`config.mk`:
```
export PLATFORM = sky130hd
export DESIGN_NAME = comp_accumulate
export DESIGN_NICKNAME = d
export VERILOG_FILES = /design/src/rtl/comp_accumulate_pkg.sv /design/src/rtl/comp_add.sv /design/src/rtl/fpu_add.sv /design/src/rtl/comp_accumulate.sv
export SDC_FILE = /design/constraint.sdc
export NUM_CORES = 1
export LEC_CHECK = 0
export CAP_MARGIN = 5
export CELL_PAD_IN_SITES_DETAIL_PLACEMENT = 1
export CELL_PAD_IN_SITES_GLOBAL_PLACEMENT = 2
export CORE_MARGIN = 2
export CORE_UTILIZATION = 30
export CTS_CLUSTER_SIZE = 25
export DETAILED_ROUTE_END_ITERATION = 10
export PLACE_DENSITY = 0.76
export SLEW_MARGIN = 30
export SYNTH_ARGS = -nofsm -noshare
export SYNTH_HDL_FRONTEND = slang
export SYNTH_HIERARCHICAL = 1
export SYNTH_SLANG_ARGS = --single-unit
export TNS_END_PERCENT = 20
```
`constraint.sdc`:
```
create_clock -name clk -period 30.8 [get_ports clk]
set_input_delay 3.08 -clock clk [delete_from_list [all_inputs] [get_ports clk]]
set_output_delay 3.08 -clock clk [all_outputs]
set_load 0.05 [all_outputs]
```
`src/rtl/comp_accumulate_pkg.sv`:
```
// Shared types and helpers for the complex accumulate datapath.
// Complex words are {re, im} with re in the upper half; each half is IEEE754.
package comp_accumulate_pkg;

    localparam int unsigned FP_W_SP = 32;
    localparam int unsigned FP_W_DP = 64;

    typedef enum logic [1:0] {
        ST_IDLE = 2'd0,
        ST_ACC  = 2'd1,
        ST_HOLD = 2'd2
    } state_e;

    // Width of one real/imaginary half.
    function automatic int unsigned fp_width(input bit dbl);
        return dbl ? FP_W_DP : FP_W_SP;
    endfunction

    // Helpers work on the widest word; callers size-cast to their own width.
    function automatic logic [127:0] cplx_pack(input logic [63:0] re, input logic [63:0] im,
                                               input bit dbl);
        return dbl ? {re, im} : {64'd0, re[31:0], im[31:0]};
    endfunction

    function automatic logic [63:0] cplx_re(input logic [127:0] w, input bit dbl);
        return dbl ? w[127:64] : {32'd0, w[63:32]};
    endfunction

    function automatic logic [63:0] cplx_im(input logic [127:0] w, input bit dbl);
        return dbl ? w[63:0] : {32'd0, w[31:0]};
    endfunction

endpackage

```
`src/rtl/comp_add.sv`:
```
// Complex adder: two fpu_add instances side by side on the re and im halves.
module comp_add import comp_accumulate_pkg::*; #(
    parameter bit DOUBLE = 1'b0,
    localparam int unsigned FP_W = fp_width(DOUBLE),
    localparam int unsigned W = 2 * FP_W
) (
    input  logic [W-1:0] a,
    input  logic [W-1:0] b,
    output logic [W-1:0] sum
);
    logic [FP_W-1:0] a_re, a_im, b_re, b_im, s_re, s_im;

    assign a_re = FP_W'(cplx_re(128'(a), DOUBLE));
    assign a_im = FP_W'(cplx_im(128'(a), DOUBLE));
    assign b_re = FP_W'(cplx_re(128'(b), DOUBLE));
    assign b_im = FP_W'(cplx_im(128'(b), DOUBLE));

    fpu_add #(.DOUBLE(DOUBLE)) u_add_re (.a(a_re), .b(b_re), .y(s_re));
    fpu_add #(.DOUBLE(DOUBLE)) u_add_im (.a(a_im), .b(b_im), .y(s_im));

    assign sum = W'(cplx_pack(64'(s_re), 64'(s_im), DOUBLE));

endmodule

```
`src/rtl/fpu_add.sv`:
```
// Combinational IEEE754 adder, round-to-nearest-even, gradual underflow.
module fpu_add #(
    parameter bit DOUBLE = 1'b0,
    localparam int unsigned FP_W = DOUBLE ? 64 : 32
) (
    input  logic [FP_W-1:0] a,
    input  logic [FP_W-1:0] b,
    output logic [FP_W-1:0] y
);
    localparam int unsigned EW  = DOUBLE ? 11 : 8;
    localparam int unsigned MW  = FP_W - EW - 1;
    localparam int unsigned SW  = MW + 5;  // carry, hidden, fraction, guard, round, sticky
    localparam int unsigned EW1 = EW + 1;
    localparam int unsigned MW2 = MW + 2;
    localparam logic [EW-1:0] EXP_MAX = '1;

    logic          sa, sb, sx, eff_sub, round_up, found;
    logic [EW-1:0] exa, exb, ea, eb, ex, ey;
    logic [MW:0]   ma, mb, mx, my;
    logic          a_nan, b_nan, a_inf, b_inf;
    logic [SW-1:0] ax, ay_full, ay, mask, sum;
    logic [SW-2:0] norm;
    logic [EW:0]   e_res;
    logic [MW+1:0] mant_r;
    int unsigned   diff, lz, shamt;

    assign sa    = a[FP_W-1];
    assign sb    = b[FP_W-1];
    assign exa   = a[FP_W-2 -: EW];
    assign exb   = b[FP_W-2 -: EW];
    // Denormals behave as exponent 1 with a clear hidden bit.
    assign ea    = (exa == '0) ? EW'(1) : exa;
    assign eb    = (exb == '0) ? EW'(1) : exb;
    assign ma    = {exa != '0, a[MW-1:0]};
    assign mb    = {exb != '0, b[MW-1:0]};
    assign a_nan = (exa == EXP_MAX) && (a[MW-1:0] != '0);
    assign b_nan = (exb == EXP_MAX) && (b[MW-1:0] != '0);
    assign a_inf = (exa == EXP_MAX) && (a[MW-1:0] == '0);
    assign b_inf = (exb == EXP_MAX) && (b[MW-1:0] == '0);

    // Align, add/subtract, normalise, round, then override with special cases.
    always_comb begin
        sx = sa; ex = ea; ey = eb; mx = ma; my = mb;
        if ({eb, mb} > {ea, ma}) begin
            sx = sb; ex = eb; ey = ea; mx = mb; my = ma;
        end
        eff_sub = sa ^ sb;
        diff    = 32'(ex) - 32'(ey);
        ax      = {1'b0, mx, 3'b000};
        ay_full = {1'b0, my, 3'b000};
        mask    = '0;
        ay      = '0;
        if (diff >= SW) begin
            ay = SW'(my != '0);
        end else begin
            mask  = (SW'(1) << diff) - SW'(1);
            ay    = ay_full >> diff;
            ay[0] = ay[0] | (|(ay_full & mask));
        end
        sum = eff_sub ? ax - ay : ax + ay;

        lz    = 0;
        found = 1'b0;
        for (int i = SW - 2; i >= 0; i--) begin
            if (!found) begin
                if (sum[i]) found = 1'b1;
                else        lz = lz + 1;
            end
        end

        shamt = 0;
        if (sum[SW-1]) begin
            norm  = {sum[SW-1:2], sum[1] | sum[0]};
            e_res = {1'b0, ex} + EW1'(1);
        end else begin
            // Never shift below the minimum exponent; that leaves a denormal.
            shamt = (lz < 32'(ex) - 1) ? lz : 32'(ex) - 1;
            norm  = sum[SW-2:0] << shamt;
            e_res = {1'b0, ex} - EW1'(shamt);
            if (!norm[SW-2]) e_res = '0;
        end

        round_up = norm[2] & (norm[1] | norm[0] | norm[3]);
        mant_r   = {1'b0, norm[SW-2:3]} + MW2'(round_up);
        if (mant_r[MW+1])                     e_res = e_res + EW1'(1);
        else if (e_res == '0 && mant_r[MW])   e_res = EW1'(1);

        y = {sx, e_res[EW-1:0], mant_r[MW-1:0]};
        if (e_res >= {1'b0, EXP_MAX}) y = {sx, EXP_MAX, {MW{1'b0}}};
        // Exact cancellation yields +0 unless both operands are negative.
        if (sum == '0) y = {sa & sb, {(FP_W-1){1'b0}}};
        if (a_nan || b_nan || (a_inf && b_inf && eff_sub)) begin
            y = {1'b0, EXP_MAX, 1'b1, {(MW-1){1'b0}}};
        end else if (a_inf) begin
            y = a;
        end else if (b_inf) begin
            y = b;
        end
    end

endmodule

```
`src/rtl/comp_accumulate.sv`:
```
// Complex accumulator: sums len packed complex products into one {re, im} result.
module comp_accumulate import comp_accumulate_pkg::*; #(
    parameter bit DOUBLE = 1'b0,
    parameter int unsigned LEN_W = 16,
    localparam int unsigned W = 2 * fp_width(DOUBLE)
) (
    input  logic             clk,
    input  logic             rst_n,
    input  logic             start,
    input  logic [LEN_W-1:0] len,
    input  logic             in_valid,
    output logic             in_ready,
    input  logic [W-1:0]     in_data,
    output logic             out_valid,
    input  logic             out_ready,
    output logic [W-1:0]     out_data,
    output logic             busy
);
    state_e           state_q, state_d;
    logic [LEN_W-1:0] remaining_q, remaining_d;
    logic [W-1:0]     acc_q, acc_d, out_q, out_d, sum;
    logic             beat;

    assign in_ready  = (state_q == ST_ACC);
    assign out_valid = (state_q == ST_HOLD);
    assign busy      = (state_q != ST_IDLE);
    assign out_data  = out_q;
    assign beat      = in_valid & in_ready;

    comp_add #(.DOUBLE(DOUBLE)) u_add (
        .a   (acc_q),
        .b   (in_data),
        .sum (sum)
    );

    // State, counter and datapath registers; reset discards any partial frame.
    always_ff @(posedge clk or negedge rst_n) begin
        if (!rst_n) begin
            state_q     <= ST_IDLE;
            remaining_q <= '0;
            acc_q       <= '0;
            out_q       <= '0;
        end else begin
            state_q     <= state_d;
            remaining_q <= remaining_d;
            acc_q       <= acc_d;
            out_q       <= out_d;
        end
    end

    // Frame control: latch len on start, accumulate accepted beats, hold the result.
    always_comb begin
        state_d     = state_q;
        remaining_d = remaining_q;
        acc_d       = acc_q;
        out_d       = out_q;
        unique case (state_q)
            ST_IDLE: begin
                if (start) begin
                    remaining_d = len;
                    acc_d       = '0;
                    if (len == '0) begin
                        out_d   = '0;
                        state_d = ST_HOLD;
                    end else begin
                        state_d = ST_ACC;
                    end
                end
            end
            ST_ACC: begin
                if (beat) begin
                    acc_d       = sum;
                    remaining_d = remaining_q - LEN_W'(1);
                    if (remaining_q == LEN_W'(1)) begin
                        out_d   = sum;
                        state_d = ST_HOLD;
                    end
                end
            end
            ST_HOLD: begin
                if (out_ready) state_d = ST_IDLE;
            end
            default: state_d = ST_IDLE;
        endcase
    end

endmodule

```
; Word level (Yosys, flattened, before mapping)
; Index checks and enable logic that the tools add are counted.
[totals]
latchBits = 0
mem_bits_rw = 0
n_memories = 0
regBits = 146
romBits = 0
[op_classes]
add_sub_neg = 71
eq_ne = 12
n_bitwise = 17
multipliers = 0
n_div = 0
reduce_logical = 49
n_mux = 265
shift = 6
order_cmp = 8
[op_table]
columns = operator, count
row1 = $mux W32, 114
row2 = $add A32 B1 Y32 const B, 52
row3 = $mux W64, 6
row4 = $pmux W64 S2, 2
row5 = $mux W28, 4
row6 = $mux W1, 106
row7 = $mux W24, 4
row8 = $logic_not A23 Y1, 4
row9 = $reduce_bool A23 Y1, 4
row10 = $mux W9, 8
row11 = $ge A32 B5 Y1 const B, 2
row12 = $gt A32 B32 Y1, 2
row13 = $lt A32 B32 Y1, 2
row14 = $mux W8, 8
row15 = $shl A1 B32 Y28 const A, 2
row16 = $shl A27 B32 Y27, 2
row17 = $shr A27 B32 Y28, 2
row18 = $mux W31, 2
row19 = $add A27 B28 Y28, 2
row20 = $and A27 B28 Y28, 2
row21 = $logic_not A28 Y1, 2
row22 = $reduce_or A28 Y1, 2
row23 = $sub A27 B28 Y28, 2
row24 = $sub A28 B2 Y28 const B, 2
row25 = 34 further kinds, 90

; Depth between registers and ports, before layout
; Gate-level depths: netlist of run 1.
[logic_depth]
depth_word = 112
ltp_mapped = 180
depth_no_buf = 169

; By module
; The synthesis of run 1 kept the hierarchy.
[modules_own_cells]
columns = module, area_per_inst_um2, seq_area_each_um2, cells_each, n_inst
row1 = fpu_add (u_add.u_add_re), 17885.9, 0.0, 2741, 1
row2 = fpu_add (u_add.u_add_im), 16884.9, 0.0, 2596, 1
row3 = comp_accumulate, 5918.2, 3653.5, 563, 1

; Worst setup path before layout of run 1
; Ideal clock, no wire load.
[synth_path]
kind = input to register
from = input port in_data[25]
to = register out_q[12] (netlist: out_data[12])
cell_stages = 159
setup_slack_ns = -2.067
t_arrival_ns = 32.746
setup_ns = 0.121
path_cell_list = nor4_1 nand3b_1 ha_1 and4_1 and4_4 a21bo_2 o21a_1 buf_6 nor2_8 buf_8 buf_4 buf_4 clkbuf_1 clkbuf_1 nor3_1 a41oi_1 ha_1 nor2b_1 (+123 left out) clkbuf_1 clkbuf_1 nand2_1 o21ai_0 nand2_1 mux2_2 o32ai_1 nand3_1 o22ai_1 ha_1 nand4_1 nor4bb_1 o211a_1 o21ai_1 a221oi_4 buf_6 nor4_2 a22o_1
[synth_via]
elab_chain_cells = 112
word_cells_on_any_way = 187
classes_between = add/sub (35) / order compare (4) / eq/ne (1) / shift (3) / mux (125) / bitwise (6) / reduce/logical (13)
[synth_lines]
columns = item, line_no
row1 = start: declaration, comp_accumulate.sv:13  ; input logic [W-1:0] in_data,
row2 = $logic_not A8 Y1, fpu_add.sv:33  ; assign eb = (exb == '0) ? EW'(1) : exb;
row3 = $mux W8, fpu_add.sv:33
row4 = $gt A32 B32 Y1, fpu_add.sv:44  ; if ({eb, mb} > {ea, ma}) begin
row5 = $mux W8, fpu_add.sv:44
row6 = $sub A8 B8 Y9, fpu_add.sv:48  ; diff = 32'(ex) - 32'(ey);
row7 = $shl A1 B32 Y28, fpu_add.sv:56  ; mask = (SW'(1) << diff) - SW'(1);
row8 = $sub A28 B2 Y28, fpu_add.sv:56
row9 = $and A27 B28 Y28, fpu_add.sv:58  ; ay[0] = ay[0] | (|(ay_full & mask));
row10 = (+97 left out), n/a
row11 = $mux W32, fpu_add.sv:91  ; if (sum == '0) y = {sa & sb, {(FP_W-1){1'b0}}};
row12 = $mux W32, fpu_add.sv:96  ; end else if (b_inf) begin
row13 = $mux W32, fpu_add.sv:94  ; end else if (a_inf) begin
row14 = $mux W32 (*), fpu_add.sv:92  ; if (a_nan || b_nan || (a_inf && b_inf && eff_sub)) begin
row15 = net sum[12], comp_accumulate.sv:21  ; logic [W-1:0] acc_q, acc_d, out_q, out_d, sum;
row16 = $mux W64 (*), comp_accumulate.sv:74  ; if (remaining_q == LEN_W'(1)) begin
row17 = $mux W64 (*), comp_accumulate.sv:71  ; if (beat) begin
row18 = $pmux W64 S2 (*), comp_accumulate.sv:57  ; unique case (state_q)
row19 = end signal: assignment, comp_accumulate.sv:47  ; out_q <= out_d;
row20 = end: declaration, comp_accumulate.sv:21
; The timed path passes the listed nets; every way through them passes the cells marked *. The select of a mux whose other input is x is not followed.
; A chain may end at the register's enable or synchronous reset.

; Worst setup path in the final report of run 1
[layout_path]
from = input port in_data[11]
to = register acc_q[12]
[layout_via]
elab_chain_cells = 109
word_cells_on_any_way = 184
classes_between = add/sub (35) / order compare (4) / shift (3) / mux (123) / bitwise (6) / reduce/logical (13)
[layout_lines]
columns = item, line_no
row1 = $gt A32 B32 Y1, fpu_add.sv:44
row2 = $mux W8, fpu_add.sv:44
row3 = $sub A8 B8 Y9, fpu_add.sv:48
row4 = $shl A1 B32 Y28, fpu_add.sv:56
row5 = $sub A28 B2 Y28, fpu_add.sv:56
row6 = $and A27 B28 Y28, fpu_add.sv:58
row7 = $reduce_or A28 Y1, fpu_add.sv:58
row8 = $or A1 B1 Y1, fpu_add.sv:58
row9 = (+94 left out), n/a
row10 = $mux W31, fpu_add.sv:89  ; if (e_res >= {1'b0, EXP_MAX}) y = {sx, EXP_MAX, {MW{1'b0}}};
row11 = $mux W32, fpu_add.sv:91
row12 = $mux W32, fpu_add.sv:96
row13 = $mux W32, fpu_add.sv:94
row14 = $mux W32 (*), fpu_add.sv:92
row15 = net sum[12], comp_accumulate.sv:21
row16 = $mux W64 (*), comp_accumulate.sv:71
row17 = $pmux W64 S2 (*), comp_accumulate.sv:57
row18 = end signal: assignment, comp_accumulate.sv:41  ; acc_q <= '0;
row19 = end signal: assignment, comp_accumulate.sv:46  ; acc_q <= acc_d;
row20 = end: declaration, comp_accumulate.sv:21
; Marks and branches as above.

==> out/metrics.cfg, run 1 <==
[floorplanning]
num_rows=135
die_w_um=372
start_util=0.301
die_h_um=372
pin_count=152
core_area_sq_um=135000
dieArea_sq_um=139000

[critical_path]
r2r_cells=175
critical_path_class=primary input to register
crit_arrival_ns=31.97
crit_buf_inv=26
end_kind=register
required_ns=31.23
cp.depth=172
crit_slowest_cell=clkdlybuf4s50_1
crit_end=acc_q[12]$_DFFE_PN0P_
reg2reg_to=acc_q[12]$_DFFE_PN0P_
path_max_fanout=6
startpoint_type=primary input
reg2reg_from=acc_q[27]$_DFFE_PN0P_
startpoint=in_data[11]
crit_top_cell=ha_1
slowest_delay_ns=0.47
critPathTopFamily=compound AO/OA/AOI/OAI gates
r2r_setup_slack_ns=0.96

[global_routing]
grt-ovfl-total=0
grt_max_degree=74
globalRouteTotalUtil=0.328
grt_pass1_wl_mm=351
grt_antenna_before_repair=6
grt_pass1_vias=56200

[synthesis]
synth_edf_count=0
avgSynthCellArea_sq_um=6.90
synthArstFlopShare=1.00
yosys_warnings=6
yosysSeqAreaShare=0.0898
ys_seq_elements=146
synth_area_sq_um=40700
netlist_instances=5900
ys_types=153
synth-main-ff-cell=dfrtp_1

[timing]
setup_ws_ns=-0.741
worst_pin_slew_ns=1.15
setup_violations=106
finalHoldViolations=0
timing.final.crit_share=1.02
rsz0062_at_grt=yes
slew_headroom=0.227
period_needed_ns=31.54
clock_skew_ns=0.0248
maxSlewViolCount=0
clock.fmax_mhz=31.7

[route]
firstDrtPassIters=5
drc=0
wirelength_mm=238
postRouteAntennaNets=0
drt_iter0_markers=3661
vias_per_cell=5.84
wire_per_inst_um=25.3
num_vias=55000

[clock_network]
cts.htree.levels=4
cts_sinks=146
cts_buffer_depth=2
hold_buffers=0
cts_root_buffer=clkbuf_16
cts_buffers=17
clk_latency_ns=0.51
cts_tree=yes
cts.clk_slew.worst_paths_ns=0.07

[hold_path]
hold_path.class=register to register
min_from=acc_q[21]$_DFFE_PN0P_

[finish]
finalNetCount=8001
drive_gt1_frac=0.338
n_antenna_cell=0
area_growth_syn_to_layout_pct=50.4

[flow_run]
max_cap_viol_count=0

[placement]
io_buffers=151
gp_congestion=0.987
post-place-ws_ns=-3.05
dp.final_hpwl_mm=194

[status]
violations=setup timing
outcome=finished, violations left

[kinds of logic (layout without fill, tap and decap cells)]
family	Yosys count	after routing	share of synthesized area
compound gates	1747	1748	0.296
xor+xnor	291	291	0.0736
fa+ha+maj	304	304	0.0936
buf+inv	646	2348	0.0662
flops	146	146	0.0898
mux	256	256	0.0711
other cells	2	34	0.000185
simple gates	2508	2508	0.310
[placed cells by master, fill, tap and decap left out, types with 23 or more instances in the layout]
cell / synthesis / layout
o211ai_1: 89 / 89
ha_1: 290 / 255
dfrtp_1: 146 / 145
nor3_1: 213 / 182
inv_1: 303 / 288
xor2_1: 78 / 76
ha_4: 0 / 26
a31oi_1: 63 / 57
xnor2_1: 179 / 167
and3_1: 72 / 68
nor2b_1: 64 / 62
a21o_1: 98 / 98
nand3_1: 287 / 267
nand2_1: 750 / 723
a211oi_1: 58 / 44
a21oi_2: 4 / 57
clkdlybuf4s50_1: 0 / 131
or3_1: 56 / 54
a22o_1: 72 / 72
nor4_1: 64 / 56
nor2_1: 505 / 486
o31ai_1: 50 / 41
buf_6: 18 / 35
and2_1: 70 / 65
o21a_1: 42 / 41
o22ai_1: 51 / 42
buf_4: 16 / 1785
o21ai_1: 25 / 49
nor3_2: 5 / 23
o21bai_1: 37 / 31
o21ai_0: 342 / 292
mux2_2: 38 / 26
o21ai_2: 4 / 26
conb_1: 2 / 34
a21oi_1: 424 / 366
mux2i_1: 194 / 172
or2_2: 54 / 51
nand2b_1: 64 / 58
buf_12: 0 / 25
nand4_1: 95 / 95
[per-stage QoR]
stage | cells | hold slack, ns | cell area (sq um) | TNS [ns] | utilization
2_1_floorplan | 5932 | 0.439 | 41200 | -0.00113 | -
3_3_place_gp | 9199 | 0.456 | 56200 | -236.29 | 0.417
3_5_place_dp | 9199 | 0.467 | 56300 | -302.88 | 0.417
4_1_cts | 9358 | 0.484 | 59300 | -53.46 | 0.439
5_1_grt | 9416 | 0.525 | 61200 | -230.48 | 0.453
6_report | 9416 | 0.494 | 61200 | -39.01 | 0.453
[how the worst min path moves through the flow]
stage                                           to  slack, ns  depth (start not counted)
after floorplan              acc_q[21]$_DFFE_PN0P_       0.44                          2
after global placement       acc_q[21]$_DFFE_PN0P_       0.46                          2
after detailed placement     acc_q[43]$_DFFE_PN0P_       0.47                          2
after CTS                    acc_q[43]$_DFFE_PN0P_       0.48                          2
after global routing      out_data[59]$_DFFE_PN0P_       0.53                          1
final                        acc_q[21]$_DFFE_PN0P_       0.49                          2
[cell usage after synthesis, types with 26 or more instances]
master | number | share of area
buf_1 | 32 | 0.0030
o21bai_1 | 37 | 0.0068
nor3_1 | 213 | 0.026
inv_1 | 303 | 0.028
o31ai_1 | 50 | 0.0092
nor2_1 | 505 | 0.047
dfrtp_1 | 146 | 0.090
a31oi_1 | 63 | 0.0097
xor2_1 | 78 | 0.017
nor2b_1 | 64 | 0.0098
and3_1 | 72 | 0.011
a211oi_1 | 58 | 0.011
ha_1 | 290 | 0.089
mux2i_1 | 194 | 0.048
clkbuf_1 | 220 | 0.020
a21oi_1 | 424 | 0.052
a22o_1 | 72 | 0.015
o32ai_1 | 28 | 0.0060
buf_2 | 50 | 0.0062
mux2_2 | 38 | 0.011
nand2b_1 | 64 | 0.0098
or2_2 | 54 | 0.0083
o211ai_1 | 89 | 0.016
nand2_1 | 750 | 0.069
and2_1 | 70 | 0.011
o21ai_0 | 342 | 0.042
nand4_1 | 95 | 0.015
a21boi_0 | 26 | 0.0048
a21o_1 | 98 | 0.018
nand3_1 | 287 | 0.035
or3_1 | 56 | 0.0086
nor4_1 | 64 | 0.0098
xnor2_1 | 179 | 0.039
o22ai_1 | 51 | 0.0078
o21a_1 | 42 | 0.0077
[flip-flops by register name, indices dropped and copies added (netlist names)]
register / flops
acc_q: 64
out_data: 64
remaining_q: 16
state_q: 2
[worst reg2reg max path: cells and delay by family, from the launching register on]
family	cells	cell delay, ns
compound gates	63	9.80
xor+xnor	1	0.17
fa+ha+maj	27	7.49
buf+inv	26	3.39
flops	1	0.36
mux	10	2.25
simple gates	48	6.35
[layer usage]
metal / share of wire / GRT usage / vias up
met3: 0.044 / 0.0323 / 530
li1: - / - / 25300
met5: 0.00016 / 0 / -
met4: 0.056 / 0.153 / 6
met1: 0.40 / 0.386 / 27500
met2: 0.50 / 0.594 / 1690
[timing repair]
item                                    CTS  global route
hold endpoints to repair                  0             0
endpoints found under the setup margin  124           124
buffers inserted                        118            61
cloned                                   12             2
pin swaps                               211           167
gates resized for setup                 299           310
[layout make-up]
cell class	count	area [sq um]
fill	16800	73800
inverter	309	1160
sequential	146	3660
timing repair buffer	2007	16200
clock buffer	18	439
clock inverter	14	144
multi-input combinational	5141	37400
tap	1781	2230
Power of run 1 is not shown: default switching activity piles up to over one toggle a cycle in this logic, so the estimate is an artifact.
==> run 2, diff against run 1 <==
==> constraint.sdc (replaced) <==
create_clock -name clk -period 29 [get_ports clk]
set_input_delay 2.9 -clock clk [delete_from_list [all_inputs] [get_ports clk]]
set_output_delay 2.9 -clock clk [all_outputs]
set_load 0.05 [all_outputs]
==> run 2 against run 1 <==
The flow still finishes with violations (setup timing). Wire length shrank 5.1%. Worst setup slack worse by 1.1 ns. Final cell count up 0.58%. Via count shrank 0.58%. Global-route usage down 1.6 points.
==> out/metrics.cfg, run 2 (synthesized netlist as in run 1, its figures left out) <==
[hold_path]
min_from=out_data[23]$_DFFE_PN0P_
hold_path.class=register to register
hold_depth=1  ; -1
hold-path-endpoint=out_data[23]$_DFFE_PN0P_

[route]
wire_per_inst_um=23.9  ; -5.6%
num_vias=54700  ; -0.58%
firstDrtPassIters=6  ; +1
drc=0  ; unchanged
vias_per_cell=5.78  ; -1.2%
drt_iter0_markers=3815  ; +4.2%
wirelength_mm=226  ; -5.1%
postRouteAntennaNets=0  ; unchanged

[timing]
setup_violations=124  ; +17%
clock.fmax_mhz=32.4
setup_ws_ns=-1.85  ; -1.11 ns
period_needed_ns=30.85
maxSlewViolCount=0  ; unchanged
clock_skew_ns=0.0171  ; -0.00768 ns
timing.final.crit_share=1.06
worst_pin_slew_ns=1.05  ; -0.0990 ns
finalHoldViolations=0  ; unchanged
slew_headroom=0.292  ; +0.0654
rsz0062_at_grt=yes

[finish]
area_growth_syn_to_layout_pct=51.9
layout_commonest_cell=buf_4
num-fill-cells=16800  ; +0.21%
layout.cells.non_filler=9471  ; +0.58%
finalNetCount=8052  ; +0.64%
final_cell_mix=buf_4 (1,840), nand2_1 (729), nor2_1 (480)
drive_gt1_frac=0.348  ; +0.0104

[floorplanning]
pin_count=152  ; unchanged
die_h_um=372  ; unchanged
core_area_sq_um=135000  ; unchanged
num_rows=135  ; unchanged
die_w_um=372  ; unchanged
start_util=0.301  ; unchanged
dieArea_sq_um=139000  ; unchanged

[placement]
place_inst=9268  ; +0.75%
io_buffers=151  ; unchanged
gp_congestion=1.01  ; +2.2%
post-place-ws_ns=-3.70  ; -0.650 ns
dp.final_hpwl_mm=183  ; -5.6%

[clock_network]
cts_buffer_depth=2  ; unchanged
clk_latency_ns=0.46  ; -0.05 ns
cts_root_buffer=clkbuf_16
cts_sinks=146  ; unchanged
cts.clk_slew.worst_paths_ns=0.07  ; about the same
cts_tree=yes
cts_buffers=17  ; unchanged
cts.htree.levels=4  ; unchanged

[critical_path]
reg2reg_to=out_data[22]$_DFFE_PN0P_
startpoint_type=primary input
required_ns=29.34  ; -1.89 ns
slowest_delay_ns=0.38  ; -0.09 ns
crit_arrival_ns=31.19  ; -0.78 ns
r2r_cells=169  ; -3.4%
path_max_fanout=7  ; +1
r2r_setup_slack_ns=-0.04  ; -1.00 ns
crit_top_cell=a21oi_2
crit_slowest_cell=o41ai_4
critPathTopFamily=compound AO/OA/AOI/OAI gates
end_kind=register
crit_buf_inv=18  ; -31%
reg2reg_from=acc_q[27]$_DFFE_PN0P_
critical_path_class=primary input to register

[global_routing]
globalRouteTotalUtil=0.312  ; -0.0163
grt_antenna_before_repair=7  ; +1
grt_max_degree=86  ; +16%
grt_pass1_vias=57000  ; +1.5%
grt-ovfl-total=0  ; unchanged
grt_pass1_wl_mm=339  ; -3.5%

[status]
outcome=finished, violations left
violations=setup timing

[flow_run]
max_cap_viol_count=0  ; unchanged

==> run 2: cell count changes in the layout (fill, tap and decap cells not counted), moves of 7 or more <==
cell | previous run | this run
a21oi_2 | 57 | 65
buf_4 | 1785 | 1840
clkdlybuf4s50_1 | 131 | 121
nor2_2 | 11 | 19
o21ai_2 | 26 | 33
nand3_2 | 19 | 32
a21oi_1 | 366 | 358
nand3_1 | 267 | 258
dlygate4sd2_1 | 7 | 16
nor3_4 | 13 | 20
==> run 2: final cells by class <==
cell class	instances	area, sq um	share of cell area
Clock inverter	14	188	0.00304
Clock buffer	18	439	0.00711
Tap cell	1781	2230	0.0361
Antenna cell	4	10.0	0.000162
Timing Repair Buffer	2058	16400	0.266
Multi-Input combinational cell	5141	37700	0.609
Inverter	309	1160	0.0189
Sequential cell	146	3650	0.0592
==> run 2: metal layers <==
layer  track usage  up-vias  wire length (um)
met1         0.368    27300             90800
met4         0.162        0             14100
met3        0.0204      561              8290
met5             0        -                 0
met2         0.564     1513            113000
li1              -    25300                 -
==> run 2: metrics by stage <==
| step | util | instance area, sq um | hold slack (ns) | TNS, ns |
|---|---|---|---|---|
| 6_report | 0.458 | 61800 | 0.506 | -169.60 |
| 5_1_grt | 0.458 | 61800 | 0.522 | -345.72 |
| 4_1_cts | 0.442 | 59700 | 0.508 | -186.59 |
| 3_5_place_dp | 0.422 | 57000 | 0.485 | -410.89 |
| 3_3_place_gp | 0.422 | 56900 | 0.467 | -310.54 |
| 2_1_floorplan | - | 41400 | 0.439 | -151.84 |
==> run 2: worst reg2reg max path: cells and delay by family, from the launching register on <==
family,cells,cell delay (ns)
simple gates,47,6.15
mux,9,1.88
xor+xnor,1,0.35
buf+inv,18,2.10
compound gates,65,10.43
flops,1,0.38
fa+ha+maj,29,7.63
==> run 2: worst max path at each step <==
stage	cells past startpoint	to	from	slack, ns
6_report	166	out_data[22]$_DFFE_PN0P_	in_data[30]	-1.85
5_1_grt	174	acc_q[10]$_DFFE_PN0P_	in_data[26]	-3.29
4_1_cts	164	out_data[49]$_DFFE_PN0P_	in_data[60]	-1.72
3_5_place_dp	164	acc_q[16]$_DFFE_PN0P_	in_data[25]	-3.70
3_3_place_gp	164	acc_q[16]$_DFFE_PN0P_	in_data[25]	-3.17
2_1_floorplan	159	out_data[40]$_DFFE_PN0P_	in_data[57]	-1.36
==> run 2: what timing repair did <==
| action | 4_1_cts | 5_1_grt |
|---|---|---|
| gates resized for setup | 302 | 314 |
| setup buffers | 85 | 83 |
| cloned | 9 | 6 |
| setup endpoints to repair | 124 | 124 |
| pin swaps | 217 | 303 |
| hold endpoints to repair | 0 | 0 |
| hold buffers | 0 | 0 |
Power of run 2 is left out for the same reason.
